==> src/rtl/pc_fetch.sv <==
// Instruction fetch stage: holds the PC, issues one memory request per instruction
// and hands the returned word to decode through a valid/ready handshake.
module pc_fetch #(
    parameter logic [31:0] RESET_PC = 32'h0000_0000
) (
    input  logic        clk,
    input  logic        reset,
    input  logic [31:0] nextPc,
    input  logic        pcWrite,
    output logic [31:0] pcOut,
    output logic [31:0] pcPlus4,
    output logic        imemReq,
    output logic [31:0] imemAddr,
    input  logic        imemReady,
    input  logic [31:0] imemRdata,
    output logic [31:0] instrOut,
    output logic        instrValid,
    input  logic        decodeReady,
    output logic        misaligned,
    output logic [31:0] fetchCount
);

    typedef enum logic [1:0] {S_REQ, S_HOLD, S_TRAP} state_t;

    state_t state;
    logic   accept;

    assign accept   = instrValid & decodeReady;
    assign pcPlus4  = pcOut + 32'd4;
    assign imemAddr = pcOut;
    // Gated by reset so no request leaks out while reset is held across several edges.
    assign imemReq  = (state == S_REQ) & ~reset;

    always_ff @(posedge clk) begin
        if (reset) begin
            state      <= S_REQ;
            pcOut      <= RESET_PC;
            instrOut   <= '0;
            instrValid <= 1'b0;
            misaligned <= 1'b0;
            fetchCount <= '0;
        end else begin
            case (state)
                S_REQ: begin
                    if (imemReady) begin
                        instrOut   <= imemRdata;
                        instrValid <= 1'b1;
                        state      <= S_HOLD;
                    end
                end
                S_HOLD: begin
                    if (accept) begin
                        instrValid <= 1'b0;
                        fetchCount <= fetchCount + 32'd1;
                        if (pcWrite && (nextPc[1:0] != 2'b00)) begin
                            misaligned <= 1'b1;
                            state      <= S_TRAP;
                        end else begin
                            if (pcWrite)
                                pcOut <= nextPc;
                            state <= S_REQ;
                        end
                    end
                end
                S_TRAP: ;
                default: state <= S_REQ;
            endcase
        end
    end

endmodule

==> config.mk <==
export PLATFORM = sky130hd
export DESIGN_NAME = pc_fetch
export DESIGN_NICKNAME = d
export VERILOG_FILES = /design/src/rtl/pc_fetch.sv
export SDC_FILE = /design/constraint.sdc
export NUM_CORES = 1
export LEC_CHECK = 0
export CAP_MARGIN = 5
export CORE_UTILIZATION = 41
export CTS_BUF_LIST = sky130_fd_sc_hd__clkbuf_8
export DETAILED_ROUTE_END_ITERATION = 16
export PLACE_DENSITY_LB_ADDON = 0.25
export SLEW_MARGIN = 20
export SYNTH_ARGS = -nofsm -noshare
export SYNTH_HDL_FRONTEND = slang
export SYNTH_SLANG_ARGS = --single-unit
==> constraint.sdc <==
create_clock -name clk -period 2 [get_ports clk]
set_clock_uncertainty 0.15 [all_clocks]
set_input_delay 0.2 -clock clk [delete_from_list [all_inputs] [get_ports clk]]
set_output_delay 0.2 -clock clk [all_outputs]
set_load 0.01 [all_outputs]
Yosys cells after proc, flatten, opt, wreduce, memory -nomap -nowiden
Cells that the tools add are included.
- logic and storage cells: 34
- ROM bits: 0
- memory bits (writable): 0
- register bits: 100
- memories: 0
- latch bits: 0
- equal/unequal tests: 4
- multipliers: 0
- reductions and logical operators: 10
- bitwise logic cells: 5
- mux-type cells: 7
- magnitude comparators: 0
- shift-type cells: 0
- add/sub/neg operators: 2
- div/mod/pow operators: 0
- operators by type and width (cell ; count):
    $add 32x1->32 const B ; 1
    $add 32x3->32 const B ; 1
    $reduce_and 3->1 ; 3
    $mux 2 ; 3
    $pmux 2 s3 ; 1
    $ne 2x2->1 const B ; 2
    $reduce_and 2->1 ; 2
    $reduce_and 4->1 ; 1
    $reduce_bool 2->1 ; 2
    $not 1->1 ; 3
    $and 1x1->1 ; 2
    $eq 2x1->1 const B ; 1
    $eq 2x2->1 const B ; 1
    $logic_not 2->1 ; 1
    $mux 1 ; 2
    $pmux 1 s2 ; 1
    $logic_and 1x1->1 ; 1

Logic depth before layout (Yosys ltp)
Gate-level depths: netlist of the first run.
- depth after elaboration: 5
- mapped depth: 7
- depth with buffers taken out: 6

Worst setup path before layout of the first run
No wires, ideal clock.
- kind: reg-to-output
- start: register pcOut[2] (netlist: imemAddr[2])
- end: output port pcPlus4[22]
- required time: 1.650 ns
- cell stages (with the launch flop): 7
- buffers on the path: 0
- setup slack: -0.092 ns
- arrival time: 1.742 ns
- cell sequence: dfxtp_1 > ha_1 > and3_1 > nand4_1 > nor2_1 > nand4_1 > xnor2_1
- longest elaborated chain between the ends: 1
- RTL lines (what ; line ; RTL):
    from (decl) ; 10 ; output logic [31:0] pcOut,
    from (signal assigned) ; 60 ; pcOut <= nextPc;
    $add 32x3->32 ; 29 ; assign pcPlus4 = pcOut + 32'd4;
    to (decl) ; 11 ; output logic [31:0] pcPlus4,
Every way passes these cells.

Worst setup path in the final report of the first run
- start: register pcOut[3] (netlist: imemAddr[3])
- end: output port pcPlus4[28]
The elaborated chain is that of the path after synthesis.

==> results.py, run 1 <==
metrics = {
    "clock_tree": {
        "cts-buffers-inserted": 9,
        "cts.clk_slew.worst_paths_ps": 100,
        "clock_path_buffers": 2,
        "clock_sinks": 100,
        "cts_tree": "done",
        "cts_root_buffer": "clkbuf_8",
        "htreeDepth": 3,
        "clock_latency_ps": 360,
    },
    "synthesis": {
        "synth.area.top_cells": "dfxtp_1, nand2_1, a21oi_1",
        "synthArstFlopShare_pct": 0,
        "synthDistinctLibCells": 35,
        "synth_common_cells": "nand2_1, dfxtp_1, a21oi_1, buf_4, nor2_1",
        "syn_area_um2": 4550,
        "ys_ff_latch": 100,
        "synth_most_common_cell": "nand2_1",
        "synth_edf_count": 0,
        "yosysWarnings": 0,
        "post-synth-top-area-cell": "dfxtp_1",
        "synth_flop_cell": "dfxtp_1",
        "yosys.area.top_type_share_pct": 44.0,
        "netlist_instances": 568,
        "synth_nets": 639,
        "yosysSeqAreaShare_pct": 44.0,
        "avgSynthCellArea_um2": 8.01,
    },
    "global_route": {
        "grt-ovfl-total": 0,
        "grt_pass1_vias": 4473,
        "grtUsageTotal_pct": 23.8,
        "grt_pass1_wl_mm": 21.7,
        "grt_max_degree": 101,
        "antenna_found_initial": 0,
    },
    "setup_path": {
        "cp_cell_sequence": "ha_4, and3_4, nand4_1, nor2_4, buf_6, buf_6, nand3_2, xnor2_1, buf_2",
        "critPathMaxFanout": 3,
        "r2r_cells": 5,
        "path_buf_inv": 3,
        "r2r-end": "fetchCount[31]",
        "startpoint": "imemAddr[3]",
        "r2r_start": "fetchCount[20]",
        "crit_family": "simple AND/OR/NAND/NOR gates",
        "worstPathArrival_ps": 1980,
        "r2r_setup_slack_ps": 100,
        "cpMaxStageDelayCell": "dfxtp_2",
        "worstSetupPathType": "flip-flop to output pin",
        "cp-endpoint": "pcPlus4[28]",
        "worstPathRequired_ps": 1650,
        "worstSetupPathDepth": 9,
        "start_kind": "flip-flop",
        "cpMostUsedCell": "buf_6",
        "cpPeakStageDelay_ps": 370,
        "cp-end-kind": "output pin",
    },
    "route": {
        "vias": 4785,
        "drc": 0,
        "first_pass_iters": 4,
        "viasPerCell": 4.96,
        "wl_mm": 14.3,
        "drt_iter0_markers": 169,
        "ant_nets": 0,
        "wl_per_cell_um": 14.9,
    },
    "placement": {
        "post_dp_cell_area_um2": 7220,
        "dp.cells": 941,
        "gp_congestion": 0.839,
        "hpwlAfterDp_mm": 10.5,
        "portBuffers": 231,
    },
    "die": {
        "core_area_um2": 10800,
        "dieArea_um2": 11500,
        "io_pins": 232,
        "die_w_um": 107,
        "row_count": 38,
        "initial_core_util_pct": 42.0,
        "die_y_um": 107,
    },
    "timing": {
        "hold_viol_final": 0,
        "fin_crit_sh_pct": 117,
        "rsz0062_at_grt": "true",
        "finalWorstSetupSlack_ps": -333,
        "holdWs_ps": 209,
        "period_needed_ps": 2330,
        "clock.fmax_mhz": 429,
        "slew_violations": 0,
        "slew_headroom_pct": 71.4,
        "tightest_slew_ps": 429,
        "setup_viol": 23,
    },
    "layout": {
        "nets": 890,
        "final_area_um2": 7460,
        "instances_no_fill": 964,
        "drive_above_1_share_pct": 17.7,
        "num_antenna_cells": 0,
        "nFillCells": 891,
        "synthToLayoutAreaGrowth_pct": 63.9,
    },
    "run_status": {
        "status": "finished with violations",
        "violations": "setup timing",
    },
    "run": {
        "maxCapViolCount": 0,
    },
    "power_and_ir_drop": {
        "p_leak_nw": 2.93,
        "ir_worst_vdd_uv": 411,
        "p_total_w": 0.00371,
        "power.density_nw_per_um2": 498,
    },
    "worst_hold_path": {
        "hold_path_class": "input port to flip-flop",
    },
}
flip-flops by register name, indices dropped and copies added (netlist names):
| signal | cells |
|---|---|
| fetchCount | 32 |
| instrOut | 32 |
| state | 2 |
| instrValid | 1 |
| misaligned | 1 |
| imemAddr | 32 |
how the worst min path moves through the flow:
stage	from	end	cells after the start	slack (ps)
after detailed placement	instrOut[5]	instrOut[5]	2	300
after global placement	misaligned	misaligned	2	280
after CTS	reset	fetchCount[20]	3	200
after global routing	imemRdata[19]	instrOut[19]	3	210
after floorplan	nextPc[17]	imemAddr[17]	2	180
final	reset	fetchCount[0]	3	210
cells in the final DEF (no fill, tap or decap), types with 3 or more instances in the layout:
cell	synthesis	final
o21ai_0	5	5
dfxtp_2	0	5
nand2b_1	3	3
and2_1	4	4
inv_1	4	4
clkbuf_8	0	11
xor2_1	27	27
nor2_1	34	29
buf_4	34	66
clkdlybuf4s50_1	0	202
and3_1	10	8
nor2_4	0	3
or3_1	4	4
nand3_2	2	7
buf_6	0	4
dlygate4sd2_1	0	3
a21oi_1	70	70
xnor2_2	0	6
clkinvlp_4	0	3
buf_2	6	24
buf_12	0	3
nor3_1	6	5
nand4_1	16	16
xnor2_1	26	20
dfxtp_1	100	95
nand2_1	142	140
and4_1	10	10
nand3_1	25	20
repair_timing:
action | CTS | global route
gates resized for setup | 120 | 12
hold buffers | 0 | 0
setup endpoints to repair | 28 | 26
buffers inserted | 6 | 2
pin swaps | 19 | 9
endpoints found under the hold margin | 0 | 0
power by group:
part	internal, W	switching [W]	total, W	leakage, nW
Combinational	0.000245	0.000174	0.000419	2.03
Clock	0.000521	0.000712	0.00123	0.0894
Sequential	0.00204	0.0000266	0.00206	0.813
tightest hold or removal path, delay by kind of cell:
family / cells / cell delay, ps
buffers and inverters: 2 / 360
AND/OR/NAND/NOR: 1 / 130
per-stage QoR:
stage | util, % | worst slack (ps) | setup TNS, ps
after global routing | 68.8 | -462 | -8640
after floorplan | - | 0.397 | 0
after detailed placement | 66.6 | -428 | -7340
after global placement | 66.6 | -385 | -6180
final | 68.8 | -333 | -5770
after CTS | 68.4 | -365 | -5870
layout make-up:
| type | instances | area, µm² | area share (%) |
|---|---|---|---|
| Sequential cell | 100 | 2010 | 26.9 |
| Tap cell | 140 | 175 | 2.35 |
| Multi-Input combinational cell | 400 | 2290 | 30.8 |
| Clock buffer | 11 | 151 | 2.03 |
| Clock inverter | 5 | 35.0 | 0.469 |
| Timing Repair Buffer | 303 | 2780 | 37.2 |
| Inverter | 5 | 18.8 | 0.252 |
cell families (layout without fill, tap and decap cells):
| logic type | after synthesis | in the layout | synth area share [%] |
|---|---|---|---|
| DFF | 100 | 100 | 44.0 |
| muxes | 1 | 1 | 0.220 |
| xor gates and xnor gates | 53 | 53 | 10.2 |
| adders and majority gates | 2 | 2 | 0.550 |
| buffers and inverters | 68 | 324 | 8.58 |
| and+or+nand+nor | 266 | 266 | 27.7 |
| AOI/OAI and AO/OA | 78 | 78 | 8.80 |
metal layers:
layer,track usage (%),vias up,routed length [µm]
met4,9.69,0,338
li1,-,2355,-
met5,0,-,0
met1,25.3,2251,5630
met3,5.45,28,838
met2,44.9,151,7510
Power figures use the tool's default switching activity.
==> run 2, diff against run 1 <==
--- a/config.mk
+++ b/config.mk
@@ -6,7 +6,8 @@
 export NUM_CORES = 1
 export LEC_CHECK = 0
 export CAP_MARGIN = 5
-export CORE_UTILIZATION = 41
+export CORE_MARGIN = 2
+export CORE_UTILIZATION = 39
 export CTS_BUF_LIST = sky130_fd_sc_hd__clkbuf_8
 export DETAILED_ROUTE_END_ITERATION = 16
 export PLACE_DENSITY_LB_ADDON = 0.25
==> constraint.sdc (replaced) <==
create_clock -name clk -period 2.89 [get_ports clk]
set_clock_uncertainty 0.15 [all_clocks]
set_input_delay 0.289 -clock clk [delete_from_list [all_inputs] [get_ports clk]]
set_output_delay 0.289 -clock clk [all_outputs]
set_load 0.01 [all_outputs]
==> run 2 against run 1 <==
Effect of this change: the run now ends clean; non-clock buffer count decreased by 58; highest routed layer unchanged; die area increased by 8.9%; combinational power decreased by 34%; sequential share of layout area increased by 1.8 points; worst setup slack improved by 470 ps; utilization decreased by 7.5 points; final cell count decreased by 5.7%; critical endpoint is now pcPlus4[14].
==> results.py, run 2 (synthesis gave the netlist of run 1 again) <==
metrics = {
    "worst_hold_path": {
        "hold_path_class": "input port to flip-flop",
    },
    "global_route": {
        "grt_pass1_vias": 4256,
        "grt_max_degree": 52,
        "grt_pass1_wl_mm": 21.3,
        "antenna_found_initial": 0,
        "grt-ovfl-total": 0,
        "grtUsageTotal_pct": 20.7,
    },
    "power_and_ir_drop": {
        "power.density_nw_per_um2": 379,
        "ir_worst_vdd_uv": 275,
        "switching_share_pct": 24.9,
        "p_total_w": 0.00266,
        "p_leak_nw": 2.60,
        "power.internal_w": 0.00200,
        "power_switching_w": 0.000661,
        "seqPwrFrac_pct": 53.7,
        "pwr-share-clk_pct": 35.8,
        "pwr-share-comb_pct": 10.5,
    },
    "timing": {
        "rsz0062_at_grt": "false",
        "hold_viol_final": 0,
        "totalNegativeSetupSlack_ps": 0,
        "tightest_slew_ps": 536,
        "setup_viol": 0,
        "slew_headroom_pct": 64.3,
        "period_needed_ps": 2750,
        "slew_violations": 0,
        "clock.fmax_mhz": 364,
        "fin_crit_sh_pct": 95.2,
    },
    "die": {
        "die_y_um": 112,
        "initial_core_util_pct": 39.9,
        "io_pins": 232,
        "dieArea_um2": 12600,
        "die_w_um": 112,
        "core_area_um2": 11400,
        "row_count": 39,
    },
    "layout": {
        "synthToLayoutAreaGrowth_pct": 54.0,
        "final_area_um2": 7010,
        "multi_input_area_um2": 2170,
        "num_antenna_cells": 0,
        "final_cell_mix": "clkdlybuf4s50_1, nand2_1, dfxtp_1",
        "drive_above_1_share_pct": 6.40,
        "instances_no_fill": 909,
        "final_common_cell": "clkdlybuf4s50_1",
        "ff_latch_area_um2": 2020,
        "nFillCells": 1031,
        "nets": 832,
    },
    "clock_tree": {
        "clock_path_buffers": 2,
        "cts_tree": "done",
        "cts.clk_slew.worst_paths_ps": 100,
        "postCtsSetupBuffers": 0,
        "clock_sinks": 100,
        "htreeDepth": 3,
        "cts_root_buffer": "clkbuf_8",
        "clock_latency_ps": 360,
        "cts-buffers-inserted": 9,
    },
    "setup_path": {
        "cpPeakStageDelay_ps": 550,
        "cp-end-kind": "output pin",
        "cp_cell_sequence": "ha_1, and3_1, nand4_1, inv_1, and3_1, xor2_1, clkdlybuf4s50_1",
        "start_kind": "flip-flop",
        "worstPathArrival_ps": 2310,
        "worstSetupPathType": "flip-flop to output pin",
        "worstPathRequired_ps": 2450,
        "critPathMaxFanout": 7,
        "cpMostUsedCell": "and3_1",
        "cpMaxStageDelayCell": "clkdlybuf4s50_1",
    },
    "placement": {
        "gp_congestion": 0.869,
        "post_dp_cell_area_um2": 6780,
        "hpwlAfterDp_mm": 10.0,
        "portBuffers": 231,
        "dp.cells": 893,
    },
    "route": {
        "viasPerCell": 4.95,
        "drc": 0,
        "vias": 4500,
        "wl_mm": 13.5,
        "drt_iter0_markers": 319,
        "wl_per_cell_um": 14.8,
        "first_pass_iters": 4,
        "ant_nets": 0,
    },
    "run": {
        "maxCapViolCount": 0,
    },
    "run_status": {
        "status": "finished, final reports clean",
    },
}
## run 2: changes by cell type in the layout (fill, tap and decap cells not counted), moves of 4 or more
cell	previous run	this run
nand3_1	20	25
nor2_1	29	34
dfxtp_1	95	91
buf_6	4	0
nand3_2	7	2
dlygate4sd2_1	3	8
buf_4	66	15
xnor2_1	20	26
xnor2_2	6	0
buf_2	24	0
clkdlybuf4s50_1	202	219
## run 2: through the flow
stage | hold WS, ps | setup slack [ps] | utilization [%]
after floorplan | 275 | 709 | -
after global placement | 284 | 283 | 59.4
after detailed placement | 295 | 220 | 59.4
after CTS | 216 | 11.2 | 61.2
after global routing | 245 | 29.3 | 61.4
final | 227 | 139 | 61.4
## run 2: cell type report
type                    count  share of cell area, %
well taps                 143                   2.55
multi-input cells         400                   30.9
inverters                   5                  0.268
repair buffers            245                   34.4
flip-flops and latches    100                   28.8
clock buffers               9                   1.77
clock inverters             7                   1.32
## run 2: power groups by stage
| stage | combinational, W | sequential [W] | clock [W] |
|---|---|---|---|
| CTS | 0.000281 | 0.00143 | 0.000981 |
| floorplan | 0.0000829 | 0.00147 | 0 |
| global placement | 0.000277 | 0.00146 | 0 |
| global route | 0.000300 | 0.00143 | 0.00104 |
| detailed placement | 0.000280 | 0.00146 | 0 |
| finish | 0.000278 | 0.00143 | 0.000951 |
## run 2: per-layer routing
metal | global-route usage (%) | vias to the layer above | share of wire, %
met4 | 8.54 | 0 | 2.5
met3 | 4.43 | 25 | 5.9
met1 | 25.0 | 2092 | 42
met2 | 35.9 | 143 | 50
met5 | 0 | - | 0
li1 | - | 2240 | -
## run 2: final timing paths
check | start | end | slack (ps) | depth (start not counted)
hold / removal | reset | fetchCount[7] | 230 | 2
setup reg to reg | fetchCount[4] | fetchCount[31] | 740 | 6
hold reg to reg | instrOut[28] | instrOut[28] | 310 | 2
setup / recovery | imemAddr[2] | pcPlus4[14] | 140 | 7
## run 2: worst max-delay path: cells and delay by family, from the launching register on
family	cells	cell delay, ps
buffers and inverters	2	670
DFF	1	390
and+or+nand+nor	3	580
xor gates and xnor gates	1	140
adders and majority gates	1	180
## run 2: what timing repair did
action / 4_1_cts / 5_1_grt
endpoints found under the setup margin: 11 / 8
resized for setup: 13 / 10
cloned: 0 / 0
hold buffers: 0 / 0
pin swaps: 0 / 1
==> run 3, diff against run 2 <==
--- a/config.mk
+++ b/config.mk
@@ -8,7 +8,6 @@
 export CAP_MARGIN = 5
 export CORE_MARGIN = 2
 export CORE_UTILIZATION = 39
-export CTS_BUF_LIST = sky130_fd_sc_hd__clkbuf_8
 export DETAILED_ROUTE_END_ITERATION = 16
 export PLACE_DENSITY_LB_ADDON = 0.25
 export SLEW_MARGIN = 20
==> run 3 against run 2 <==
Effect of this change: routed wire length increased by 0.39%; die area unchanged; non-clock buffer count unchanged; clock power increased by 32%; hold slack improved by 29 ps; combinational power about the same; fmax increased by 1.3%; worst setup slack improved by 36 ps; sequential share of layout area decreased by 0.47 points; clock-buffer cell count unchanged; flip-flop and latch count unchanged; critical path depth unchanged; critical path type unchanged; largest power group unchanged.
==> results.py, run 3 (synthesis gave the netlist of run 1 again) <==
metrics = {
    "timing": {
        "rsz0062_at_grt": "false",
        "fin_crit_sh_pct": 93.9,
        "clock.fmax_mhz": 368,
        "hold_viol_final": 0,
        "period_needed_ps": 2710,
        "totalNegativeSetupSlack_ps": 0,
        "tightest_slew_ps": 542,
        "setup_viol": 0,
        "slew_violations": 0,
        "slew_headroom_pct": 63.9,
    },
    "setup_path": {
        "worstSetupPathType": "flip-flop to output pin",
        "crit_family": "buffers and inverters",
        "r2r_start": "fetchCount[4]",
        "worstPathArrival_ps": 2280,
        "r2r_cells": 6,
        "cpMaxStageDelayCell": "clkdlybuf4s50_1",
        "start_kind": "flip-flop",
        "r2r-end": "fetchCount[31]",
        "cp-end-kind": "output pin",
        "worstPathRequired_ps": 2450,
        "path_buf_inv": 2,
        "cp_cell_sequence": "ha_1, and3_1, nand4_1, inv_1, and3_1, xor2_1, clkdlybuf4s50_1",
        "cpPeakStageDelay_ps": 550,
        "r2r_setup_slack_ps": 750,
        "cpMostUsedCell": "and3_1",
        "critPathMaxFanout": 7,
        "worstSetupPathDepth": 7,
    },
    "die": {
        "core_area_um2": 11400,
        "die_y_um": 112,
        "die_w_um": 112,
        "initial_core_util_pct": 39.9,
        "dieArea_um2": 12600,
        "io_pins": 232,
        "row_count": 39,
    },
    "global_route": {
        "grtUsageTotal_pct": 20.7,
        "grt_max_degree": 52,
        "grt-ovfl-total": 0,
        "grt_pass1_wl_mm": 21.3,
        "antenna_found_initial": 0,
        "grt_pass1_vias": 4223,
    },
    "route": {
        "vias": 4522,
        "dr_wl_met3_um": 863,
        "viasPerCell": 4.97,
        "highest_layer": "met4",
        "routed-wl-met2_mm": 6.77,
        "drt_iter0_markers": 314,
        "wl_per_cell_um": 14.9,
        "first_pass_iters": 4,
        "met1Wirelength_mm": 5.64,
        "drc": 0,
        "wl_mm": 13.5,
        "ant_nets": 0,
    },
    "worst_hold_path": {
        "hold_path_class": "input port to flip-flop",
        "whs_endpoint": "fetchCount[7]",
        "min_from": "reset",
        "holdPathStages": 2,
    },
    "run": {
        "maxCapViolCount": 0,
    },
    "clock_tree": {
        "cts-buffers-inserted": 9,
        "ctsHoldBuffers": 0,
        "postCtsSetupBuffers": 0,
        "clock_sinks": 100,
        "cts.clk_slew.worst_paths_ps": 70,
        "cts_root_buffer": "clkbuf_16",
        "clock_path_buffers": 2,
        "cts_tree": "done",
        "htreeDepth": 3,
        "clock_latency_ps": 340,
    },
    "layout": {
        "final_common_cell": "clkdlybuf4s50_1",
        "final_area_um2": 7130,
        "final_cell_mix": "clkdlybuf4s50_1, nand2_1, dfxtp_1",
        "ff_latch_area_um2": 2020,
        "synthToLayoutAreaGrowth_pct": 56.6,
        "num_antenna_cells": 0,
        "nFillCells": 1022,
        "drive_above_1_share_pct": 6.53,
        "multi_input_area_um2": 2170,
        "nets": 832,
    },
    "placement": {
        "hpwlAfterDp_mm": 10.0,
        "gp_congestion": 0.869,
        "post_dp_cell_area_um2": 6780,
        "portBuffers": 231,
    },
    "power_and_ir_drop": {
        "p_leak_nw": 2.70,
        "ir_worst_vdd_uv": 289,
        "power.density_nw_per_um2": 416,
    },
    "run_status": {
        "status": "finished, final reports clean",
    },
}
-- run 3: changes by cell type in the layout (fill, tap and decap cells not counted), sizes merged --
cell and delta:
dlygate4sd2 -4, dlymetal6s2s +4
-- run 3: layout make-up --
class,count,area share [%]
Tap cell,143,2.51
Inverter,5,0.263
Multi-Input combinational cell,400,30.4
Clock buffer,9,3.16
Timing Repair Buffer,245,34.1
Sequential cell,100,28.3
Clock inverter,7,1.30
-- run 3: worst max-delay path by stage --
stage,from,endpoint,slack (ps)
3_5_place_dp,imemAddr[2],pcPlus4[28],220
5_1_grt,imemAddr[2],pcPlus4[14],70
2_1_floorplan,imemAddr[2],pcPlus4[22],710
6_report,imemAddr[2],pcPlus4[14],180
4_1_cts,imemAddr[2],pcPlus4[22],0.3
3_3_place_gp,imemAddr[2],pcPlus4[28],280
-- run 3: report_power, final --
part / leakage [nW] / switching (W) / internal (W) / total (W)
combinational: 1.73 / 0.000116 / 0.000163 / 0.000278
sequential: 0.816 / 0.0000193 / 0.00141 / 0.00143
clock: 0.156 / 0.000561 / 0.000696 / 0.00126
total: 2.70 / 0.000697 / 0.00227 / 0.00296
-- run 3: timing repair --
item | in CTS | in global routing
resized for setup | 8 | 16
pin swaps | 0 | 1
endpoints found under the setup margin | 9 | 11
-- run 3: worst reg2reg max path, cell delays in order, from the launching register on --
cell and delay [ps]:
dfxtp_1 460, and4_1 290, and4_1 210, buf_4 190, nand2_1 150, or4_1 480
a21oi_1 150
-- run 3: through the flow --
step | total power (W) | util (%) | std cells | hold slack, ps | setup WS (ps)
after floorplan | 0.00156 | - | 568 | 275 | 709
after global placement | 0.00174 | 59.4 | 893 | 284 | 283
after detailed placement | 0.00174 | 59.4 | 893 | 295 | 220
after CTS | 0.00300 | 62.2 | 909 | 254 | 0.316
after global routing | 0.00308 | 62.4 | 909 | 282 | 70.3
final | 0.00296 | 62.4 | 909 | 256 | 176
-- run 3: metal layers --
| layer | vias up | global-route usage [%] |
|---|---|---|
| li1 | 2246 | - |
| met1 | 2107 | 25.0 |
| met2 | 150 | 35.8 |
| met3 | 19 | 5.40 |
| met4 | 0 | 7.07 |
| met5 | - | 0 |
